===== src/rtl/forwarder_arbiter_if.sv =====
`default_nettype none
// ============================================================================
//  Module      : forwarder_arbiter_if
//  Description : Bundle of all buffer-side and forwarder-side signals that pass
//                through forwarder_arbiter.
//                slave  - arbiter view (requests/data in, enables/grant out)
//                master - environment view (buffers, forwarder, stream snoop)
//  Ports       : buf_* per-buffer request/length/data and read enable/done,
//                fwd_* muxed forwarder side, axis_* stream snoop,
//                grant_valid/grant_idx arbitration status.
//  Revision    : 1.0 - initial release
// ============================================================================
interface forwarder_arbiter_if #(
    parameter int N_BUFS     = 4,
    parameter int DATA_WIDTH = 64,
    parameter int ADDR_WIDTH = 9
);
    localparam int PLEN_WIDTH = ADDR_WIDTH + 1;
    localparam int IDX_WIDTH  = $clog2(N_BUFS);

    logic [N_BUFS-1:0]            buf_ready_for_fwd;
    logic [N_BUFS*PLEN_WIDTH-1:0] buf_len_to_fwd;
    logic [N_BUFS*DATA_WIDTH-1:0] buf_rd_data;
    logic [N_BUFS-1:0]            buf_rd_en;
    logic [ADDR_WIDTH-1:0]        buf_rd_addr;
    logic [N_BUFS-1:0]            buf_done;
    logic                         fwd_ready_for_fwd;
    logic [PLEN_WIDTH-1:0]        fwd_len_to_fwd;
    logic [DATA_WIDTH-1:0]        fwd_rd_data;
    logic [ADDR_WIDTH-1:0]        fwd_rd_addr;
    logic                         fwd_rd_en;
    logic                         fwd_done;
    logic                         axis_tvalid;
    logic                         axis_tready;
    logic                         axis_tlast;
    logic                         grant_valid;
    logic [IDX_WIDTH-1:0]         grant_idx;

    modport slave (
        input  buf_ready_for_fwd, buf_len_to_fwd, buf_rd_data,
               fwd_rd_addr, fwd_rd_en, fwd_done,
               axis_tvalid, axis_tready, axis_tlast,
        output buf_rd_en, buf_rd_addr, buf_done,
               fwd_ready_for_fwd, fwd_len_to_fwd, fwd_rd_data,
               grant_valid, grant_idx
    );

    modport master (
        output buf_ready_for_fwd, buf_len_to_fwd, buf_rd_data,
               fwd_rd_addr, fwd_rd_en, fwd_done,
               axis_tvalid, axis_tready, axis_tlast,
        input  buf_rd_en, buf_rd_addr, buf_done,
               fwd_ready_for_fwd, fwd_len_to_fwd, fwd_rd_data,
               grant_valid, grant_idx
    );
endinterface
`default_nettype wire


===== src/rtl/forwarder_arbiter.sv =====
`default_nettype none
// ============================================================================
//  Module      : forwarder_arbiter
//  Description : Round-robin share of one AXI Stream forwarder between N_BUFS
//                packet buffers. A grant is held from arbitration until the
//                last flit of the packet is accepted on the stream output.
//  Ports       : clk   - clock
//                rst_n - synchronous active-low reset
//                bus   - forwarder_arbiter_if.slave (buffer, forwarder,
//                        stream snoop and grant status signals)
//  Revision    : 1.0 - initial release
// ============================================================================
module forwarder_arbiter #(
    parameter int N_BUFS     = 4,
    parameter int DATA_WIDTH = 64,
    parameter int ADDR_WIDTH = 9
) (
    input  logic                 clk,
    input  logic                 rst_n,
    forwarder_arbiter_if.slave   bus
);
    localparam int PLEN_WIDTH = ADDR_WIDTH + 1;
    localparam int IDX_WIDTH  = $clog2(N_BUFS);

    typedef enum logic [1:0] {
        S_IDLE  = 2'd0,
        S_FWD   = 2'd1,
        S_DRAIN = 2'd2
    } state_t;

    state_t                r_state;
    logic [IDX_WIDTH-1:0]  r_rr_ptr;
    logic [IDX_WIDTH-1:0]  r_grant_idx;
    logic                  r_grant_valid;

    logic                  w_any;
    logic [IDX_WIDTH-1:0]  w_winner;
    logic [IDX_WIDTH-1:0]  w_cand;
    logic                  w_fwd;
    logic                  w_last_beat;
    logic                  w_sel_ready;
    logic [PLEN_WIDTH-1:0] w_sel_len;
    logic [DATA_WIDTH-1:0] w_sel_data;

    // (base + off) mod N_BUFS with off < N_BUFS; explicit wrap so that a
    // non-power-of-2 buffer count never produces an unused index.
    function automatic logic [IDX_WIDTH-1:0] f_wrap_add(
        input logic [IDX_WIDTH-1:0] base,
        input int                   off
    );
        int sum;
        sum = int'(base) + off;
        if (sum >= N_BUFS) begin
            sum = sum - N_BUFS;
        end
        return sum[IDX_WIDTH-1:0];
    endfunction

    // Round-robin search. Offsets are scanned from the far end down so the
    // last hit, i.e. the one nearest r_rr_ptr, is the winner.
    always_comb begin
        w_any    = 1'b0;
        w_winner = r_rr_ptr;
        w_cand   = r_rr_ptr;
        for (int k = N_BUFS - 1; k >= 0; k--) begin
            w_cand = f_wrap_add(r_rr_ptr, k);
            if (bus.buf_ready_for_fwd[w_cand]) begin
                w_any    = 1'b1;
                w_winner = w_cand;
            end
        end
    end

    // Grantee slice selection; comparing against each constant index keeps
    // every part-select in range.
    always_comb begin
        w_sel_ready = 1'b0;
        w_sel_len   = '0;
        w_sel_data  = '0;
        for (int i = 0; i < N_BUFS; i++) begin
            if (r_grant_idx == IDX_WIDTH'(i)) begin
                w_sel_ready = bus.buf_ready_for_fwd[i];
                w_sel_len   = bus.buf_len_to_fwd[i*PLEN_WIDTH +: PLEN_WIDTH];
                w_sel_data  = bus.buf_rd_data[i*DATA_WIDTH +: DATA_WIDTH];
            end
        end
    end

    // Gating with rst_n keeps a done pulse from reaching the buffer in the
    // reset cycle, so an abandoned packet stays in its buffer.
    assign w_fwd       = rst_n && (r_state == S_FWD);
    assign w_last_beat = bus.axis_tvalid & bus.axis_tready & bus.axis_tlast;

    always_comb begin
        bus.buf_rd_en = '0;
        bus.buf_done  = '0;
        for (int i = 0; i < N_BUFS; i++) begin
            if (w_fwd && (r_grant_idx == IDX_WIDTH'(i))) begin
                bus.buf_rd_en[i] = bus.fwd_rd_en;
                bus.buf_done[i]  = bus.fwd_done;
            end
        end
    end

    assign bus.fwd_ready_for_fwd = w_fwd & w_sel_ready;
    assign bus.fwd_len_to_fwd    = w_sel_len;
    // Data stays muxed through DRAIN so the registered last flit is presented.
    assign bus.fwd_rd_data       = w_sel_data;
    assign bus.buf_rd_addr       = bus.fwd_rd_addr;
    assign bus.grant_valid       = r_grant_valid;
    assign bus.grant_idx         = r_grant_idx;

    always_ff @(posedge clk) begin
        if (!rst_n) begin
            r_state       <= S_IDLE;
            r_rr_ptr      <= '0;
            r_grant_idx   <= '0;
            r_grant_valid <= 1'b0;
        end else begin
            case (r_state)
                S_IDLE: begin
                    if (w_any) begin
                        r_grant_idx   <= w_winner;
                        r_grant_valid <= 1'b1;
                        r_state       <= S_FWD;
                    end
                end
                S_FWD: begin
                    if (bus.fwd_done) begin
                        r_state <= S_DRAIN;
                    end
                end
                S_DRAIN: begin
                    if (w_last_beat) begin
                        r_state       <= S_IDLE;
                        r_grant_valid <= 1'b0;
                        r_rr_ptr      <= f_wrap_add(r_grant_idx, 1);
                    end
                end
                default: begin
                    r_state       <= S_IDLE;
                    r_grant_valid <= 1'b0;
                end
            endcase
        end
    end
endmodule
`default_nettype wire

===== src/flat_wrapper.sv =====
// flat-port wrapper written by rule: the top's interface ports become plain ports
module forwarder_arbiter_flat 
#(
    parameter int N_BUFS     = 4,
    parameter int DATA_WIDTH = 64,
    parameter int ADDR_WIDTH = 9
)
  (clk, rst_n, bus_buf_ready_for_fwd, bus_buf_len_to_fwd, bus_buf_rd_data, bus_fwd_rd_addr, bus_fwd_rd_en, bus_fwd_done, bus_axis_tvalid, bus_axis_tready, bus_axis_tlast, bus_buf_rd_en, bus_buf_rd_addr, bus_buf_done, bus_fwd_ready_for_fwd, bus_fwd_len_to_fwd, bus_fwd_rd_data, bus_grant_valid, bus_grant_idx);
  forwarder_arbiter_if #(.N_BUFS(N_BUFS), .DATA_WIDTH(DATA_WIDTH), .ADDR_WIDTH(ADDR_WIDTH)) bus_i ();
  input  logic clk;
  input  logic rst_n;
  input wire logic [$bits(bus_i.buf_ready_for_fwd)-1:0] bus_buf_ready_for_fwd;
  input wire logic [$bits(bus_i.buf_len_to_fwd)-1:0] bus_buf_len_to_fwd;
  input wire logic [$bits(bus_i.buf_rd_data)-1:0] bus_buf_rd_data;
  input wire logic [$bits(bus_i.fwd_rd_addr)-1:0] bus_fwd_rd_addr;
  input wire logic [$bits(bus_i.fwd_rd_en)-1:0] bus_fwd_rd_en;
  input wire logic [$bits(bus_i.fwd_done)-1:0] bus_fwd_done;
  input wire logic [$bits(bus_i.axis_tvalid)-1:0] bus_axis_tvalid;
  input wire logic [$bits(bus_i.axis_tready)-1:0] bus_axis_tready;
  input wire logic [$bits(bus_i.axis_tlast)-1:0] bus_axis_tlast;
  output wire logic [$bits(bus_i.buf_rd_en)-1:0] bus_buf_rd_en;
  output wire logic [$bits(bus_i.buf_rd_addr)-1:0] bus_buf_rd_addr;
  output wire logic [$bits(bus_i.buf_done)-1:0] bus_buf_done;
  output wire logic [$bits(bus_i.fwd_ready_for_fwd)-1:0] bus_fwd_ready_for_fwd;
  output wire logic [$bits(bus_i.fwd_len_to_fwd)-1:0] bus_fwd_len_to_fwd;
  output wire logic [$bits(bus_i.fwd_rd_data)-1:0] bus_fwd_rd_data;
  output wire logic [$bits(bus_i.grant_valid)-1:0] bus_grant_valid;
  output wire logic [$bits(bus_i.grant_idx)-1:0] bus_grant_idx;
  assign bus_i.buf_ready_for_fwd = bus_buf_ready_for_fwd;
  assign bus_i.buf_len_to_fwd = bus_buf_len_to_fwd;
  assign bus_i.buf_rd_data = bus_buf_rd_data;
  assign bus_i.fwd_rd_addr = bus_fwd_rd_addr;
  assign bus_i.fwd_rd_en = bus_fwd_rd_en;
  assign bus_i.fwd_done = bus_fwd_done;
  assign bus_i.axis_tvalid = bus_axis_tvalid;
  assign bus_i.axis_tready = bus_axis_tready;
  assign bus_i.axis_tlast = bus_axis_tlast;
  assign bus_buf_rd_en = bus_i.buf_rd_en;
  assign bus_buf_rd_addr = bus_i.buf_rd_addr;
  assign bus_buf_done = bus_i.buf_done;
  assign bus_fwd_ready_for_fwd = bus_i.fwd_ready_for_fwd;
  assign bus_fwd_len_to_fwd = bus_i.fwd_len_to_fwd;
  assign bus_fwd_rd_data = bus_i.fwd_rd_data;
  assign bus_grant_valid = bus_i.grant_valid;
  assign bus_grant_idx = bus_i.grant_idx;
  forwarder_arbiter #(.N_BUFS(N_BUFS), .DATA_WIDTH(DATA_WIDTH), .ADDR_WIDTH(ADDR_WIDTH)) u_core (.clk(clk), .rst_n(rst_n), .bus(bus_i));
endmodule

===== config.mk =====
export PLATFORM = sky130hd
export DESIGN_NAME = forwarder_arbiter_flat
export DESIGN_NICKNAME = d
export VERILOG_FILES = /design/src/rtl/forwarder_arbiter_if.sv /design/src/rtl/forwarder_arbiter.sv /design/src/flat_wrapper.sv
export SDC_FILE = /design/constraint.sdc
export NUM_CORES = 1
export LEC_CHECK = 0
export BUFFER_PORTS_ARGS = -buffer_cell sky130_fd_sc_hd__buf_2
export CELL_PAD_IN_SITES_DETAIL_PLACEMENT = 1
export CELL_PAD_IN_SITES_GLOBAL_PLACEMENT = 1
export CORE_AREA = 2 2 161 163
export DETAILED_ROUTE_END_ITERATION = 10
export DIE_AREA = 0 0 163 165
export HOLD_SLACK_MARGIN = 0.1
export PLACE_DENSITY_LB_ADDON = 0.1
export SLEW_MARGIN = 25
export SYNTH_ARGS = -nofsm -noshare
export SYNTH_HDL_FRONTEND = slang
export SYNTH_SLANG_ARGS = --single-unit

===== constraint.sdc =====
create_clock -name clk -period 1.7 [get_ports clk]
set_clock_uncertainty 0.2 [all_clocks]
set_input_delay 0.255 -clock clk [delete_from_list [all_inputs] [get_ports clk]]
set_output_delay 0.255 -clock clk [all_outputs]
set_load 0.01 [all_outputs]

==> flow_metrics.tcl <==
set metrics [dict create \
    power_density_nw_per_um2 506 \
    synth_area_per_cell_sq_um 5.38 \
    synth_nets 904 \
    syn_inst 584 \
    hold_class "in -> reg" \
    nets 1344 \
    finalHoldViolations 0 \
    final_util_pct 29.9 \
    gp_congestion 0.766 \
    cts_hold_buf 0 \
    antenna_found_initial 1 \
    dpl.hpwl_um 17900 \
    die_area_sq_um 26900 \
    ios 411 \
    max_cap_violations 0 \
    grt_overflow_total 0 \
    ant_nets 0 \
    grt_pass1_wl_um 31100 \
    setup_viol 83 \
    fmax_mhz 448 \
    drc 0 \
    rsz0062_at_grt "yes" \
    core_area_sq_um 25000 \
    fin_crit_ps 2230 \
    cp-startpoint "u_core.bus.grant_idx[1]$_SDFFE_PN0P_" \
    violations "negative setup slack" \
    grt_pass1_vias 5608 \
    ff2ff_path_depth 4 \
    crit_path_end "bus_fwd_rd_data[3]" \
    worst_r2r_startpoint "u_core.r_state[0]$_SDFFE_PN0P_" \
    vdd_drop_max_v 0.000394 \
    yosysSeqAreaShare_pct 4.46 \
    grt_max_degree 32 \
    nFillCells 3197 \
    viasPerCell 4.22 \
    status "complete, but fails checks" \
    tightest_slew_ps 497 \
    drive_gt1_share_pct 67.4 \
    die_h_um 165 \
    synth_edf_count 0 \
    cts_buffers 3 \
    p_total_mw 3.79 \
    initialDrtViolationCount 117 \
    whs_ps 183 \
    clkSinkCount 7 \
    ys_types 30 \
    portBuffers 392 \
    grt_use_total_pct 14.6 \
    r2r-end "u_core.bus.grant_idx[0]$_SDFFE_PN0P_" \
    async_flop_share_pct 0 \
    root_buffer "clkbuf_16" \
    fin_tns_setup_ps -37200 \
    path_clk_slew_ps 40 \
    mappedNetlistArea_sq_um 3140 \
    routed_wl_um 23100 \
    area_growth_pct 138 \
    first_pass_iters 4 \
    cts_tree "done" \
    initial_core_util_pct 12.5 \
    wl_per_cell_um 17.0 \
    synth-main-ff-cell "dfxtp_1" \
    fin_ws_ps -532 \
    period_share_pct 131 \
    slew_viol_final 0 \
    arrival_ps 1780 \
    p_leak_nw 3.39 \
    end_kind "output pin" \
    clock_latency_ps 230 \
    ctsHtreeMaxLevel 1 \
    synth-seq-cells 7 \
    r2r_slack_ps 290 \
    rows 58 \
    clk_path_buf_depth 2 \
    crit_required_ps 1240 \
    startpoint_type "register" \
    critPathMaxFanout 8 \
    worstSetupPathType "reg -> out" \
    vias 5722 \
    fp.dieW_um 163 \
    slew_headroom_pct 66.6 \
    yosysWarningCount 0 \
]
-- placed cells by master, fill, tap and decap left out, types with 2 or more instances in the layout --
cell type	count
a21oi_1	56
o21ai_2	68
buf_4	49
diode_2	3
nand3_1	2
nor2b_1	3
buf_6	32
inv_4	2
o21ai_1	8
nand2_1	157
a21oi_4	4
nor2_1	5
and3_4	4
and3_1	4
dfxtp_4	2
inv_1	3
buf_16	5
ha_4	4
buf_12	26
a21oi_2	95
o21ai_0	2
buf_2	384
buf_8	3
dfxtp_1	5
o22ai_1	2
clkbuf_16	9
nand3b_1	76
-- repair_timing --
item | in CTS | in global routing
gates resized for setup | 79 | 79
pin swaps | 13 | 39
setup buffers | 3 | 11
cloned | 5 | 9
setup endpoints to repair | 83 | 83
-- logic make-up (layout without fill, tap and decap cells) --
logic type                 after synthesis  after routing  synth area share (%)
and+or+nand+nor                        256            256                  41.4
AOI/OAI and AO/OA                      241            241                  39.1
buffers and inverters                   75            514                  13.1
DFF                                      7              7                  4.46
adders and majority gates                4              4                  1.59
muxes                                    1              1                 0.319
other                                    0              3                     0
-- critical path, cell delays in order (launching register included) --
cell and delay, ps:
dfxtp_4 350, inv_4 40, ha_4 190, buf_4 160
clkbuf_16 160, nand3b_1 150, a21oi_1 150, a21oi_1 70
o21ai_2 110, buf_2 150
-- power by group --
group | switching [mW] | internal, mW
Sequential | 0.0116 | 0.177
Combinational | 1.54 | 1.66
Clock | 0.0957 | 0.313
Total | 1.65 | 2.15
-- metal layers --
metal / up-vias / wire (um) / GRT usage (%)
met4: 0 / 144 / 1.61
met3: 10 / 1270 / 2.26
li1: 2933 / - / -
met5: - / 0 / 0
met1: 2600 / 9720 / 18.2
met2: 179 / 11900 / 27.1
-- state kept, by name, indices dropped and copies added (netlist names) --
name and cells:
u_core.bus.grant_valid 1, u_core.r_rr_ptr 2, u_core.bus.grant_idx 2, u_core.r_state 2
-- per-stage QoR --
| stage | instance area [sq um] | setup slack [ps] | std cells |
|---|---|---|---|
| floorplan | 3450 | -150 | 584 |
| global placement | 6340 | -321 | 1322 |
| detailed placement | 6340 | -324 | 1322 |
| CTS | 6890 | -568 | 1334 |
| global route | 7480 | -628 | 1354 |
| finish | 7490 | -532 | 1356 |
-- worst min path at each step --
| stage | endpoint | depth (start not counted) | startpoint | slack [ps] |
|---|---|---|---|---|
| 2_1_floorplan | u_core.r_state[0]$_SDFFE_PN0P_ | 2 | bus_buf_ready_for_fwd[2] | 230 |
| 3_3_place_gp | u_core.bus.grant_valid$_SDFFE_PN0P_ | 2 | u_core.bus.grant_valid$_SDFFE_PN0P_ | 280 |
| 3_5_place_dp | u_core.bus.grant_valid$_SDFFE_PN0P_ | 2 | u_core.bus.grant_valid$_SDFFE_PN0P_ | 290 |
| 4_1_cts | u_core.r_state[0]$_SDFFE_PN0P_ | 4 | bus_fwd_done | 180 |
| 5_1_grt | u_core.r_state[1]$_SDFFE_PN0P_ | 3 | rst_n | 230 |
| 6_report | u_core.r_state[0]$_SDFFE_PN0P_ | 4 | bus_fwd_done | 180 |
-- synth_stat cells, types with 2 or more instances --
library cell	n	share of area, %
a21oi_1	155	25
and3_1	8	1.6
buf_2	19	3.0
buf_4	16	3.8
buf_6	6	2.2
clkbuf_1	28	3.3
dfxtp_1	7	4.5
ha_1	4	1.6
inv_1	5	0.60
nand2_1	157	19
nand3_1	2	0.32
nand3b_1	76	18
nor2_1	5	0.60
nor2b_1	3	0.60
o21ai_0	55	8.8
o21ai_1	23	3.7
o22ai_1	2	0.40
-- final cells by class --
cell class | instances | area [sq um] | share of cell area, %
Clock buffer | 4 | 78.8 | 1.05
Inverter | 5 | 23.8 | 0.317
Antenna cell | 3 | 7.51 | 0.100
Sequential cell | 7 | 148 | 1.97
Tap cell | 330 | 413 | 5.51
Multi-Input combinational cell | 502 | 3320 | 44.3
Timing Repair Buffer | 505 | 3500 | 46.8
No activity file was read; power rests on OpenSTA's default activity.
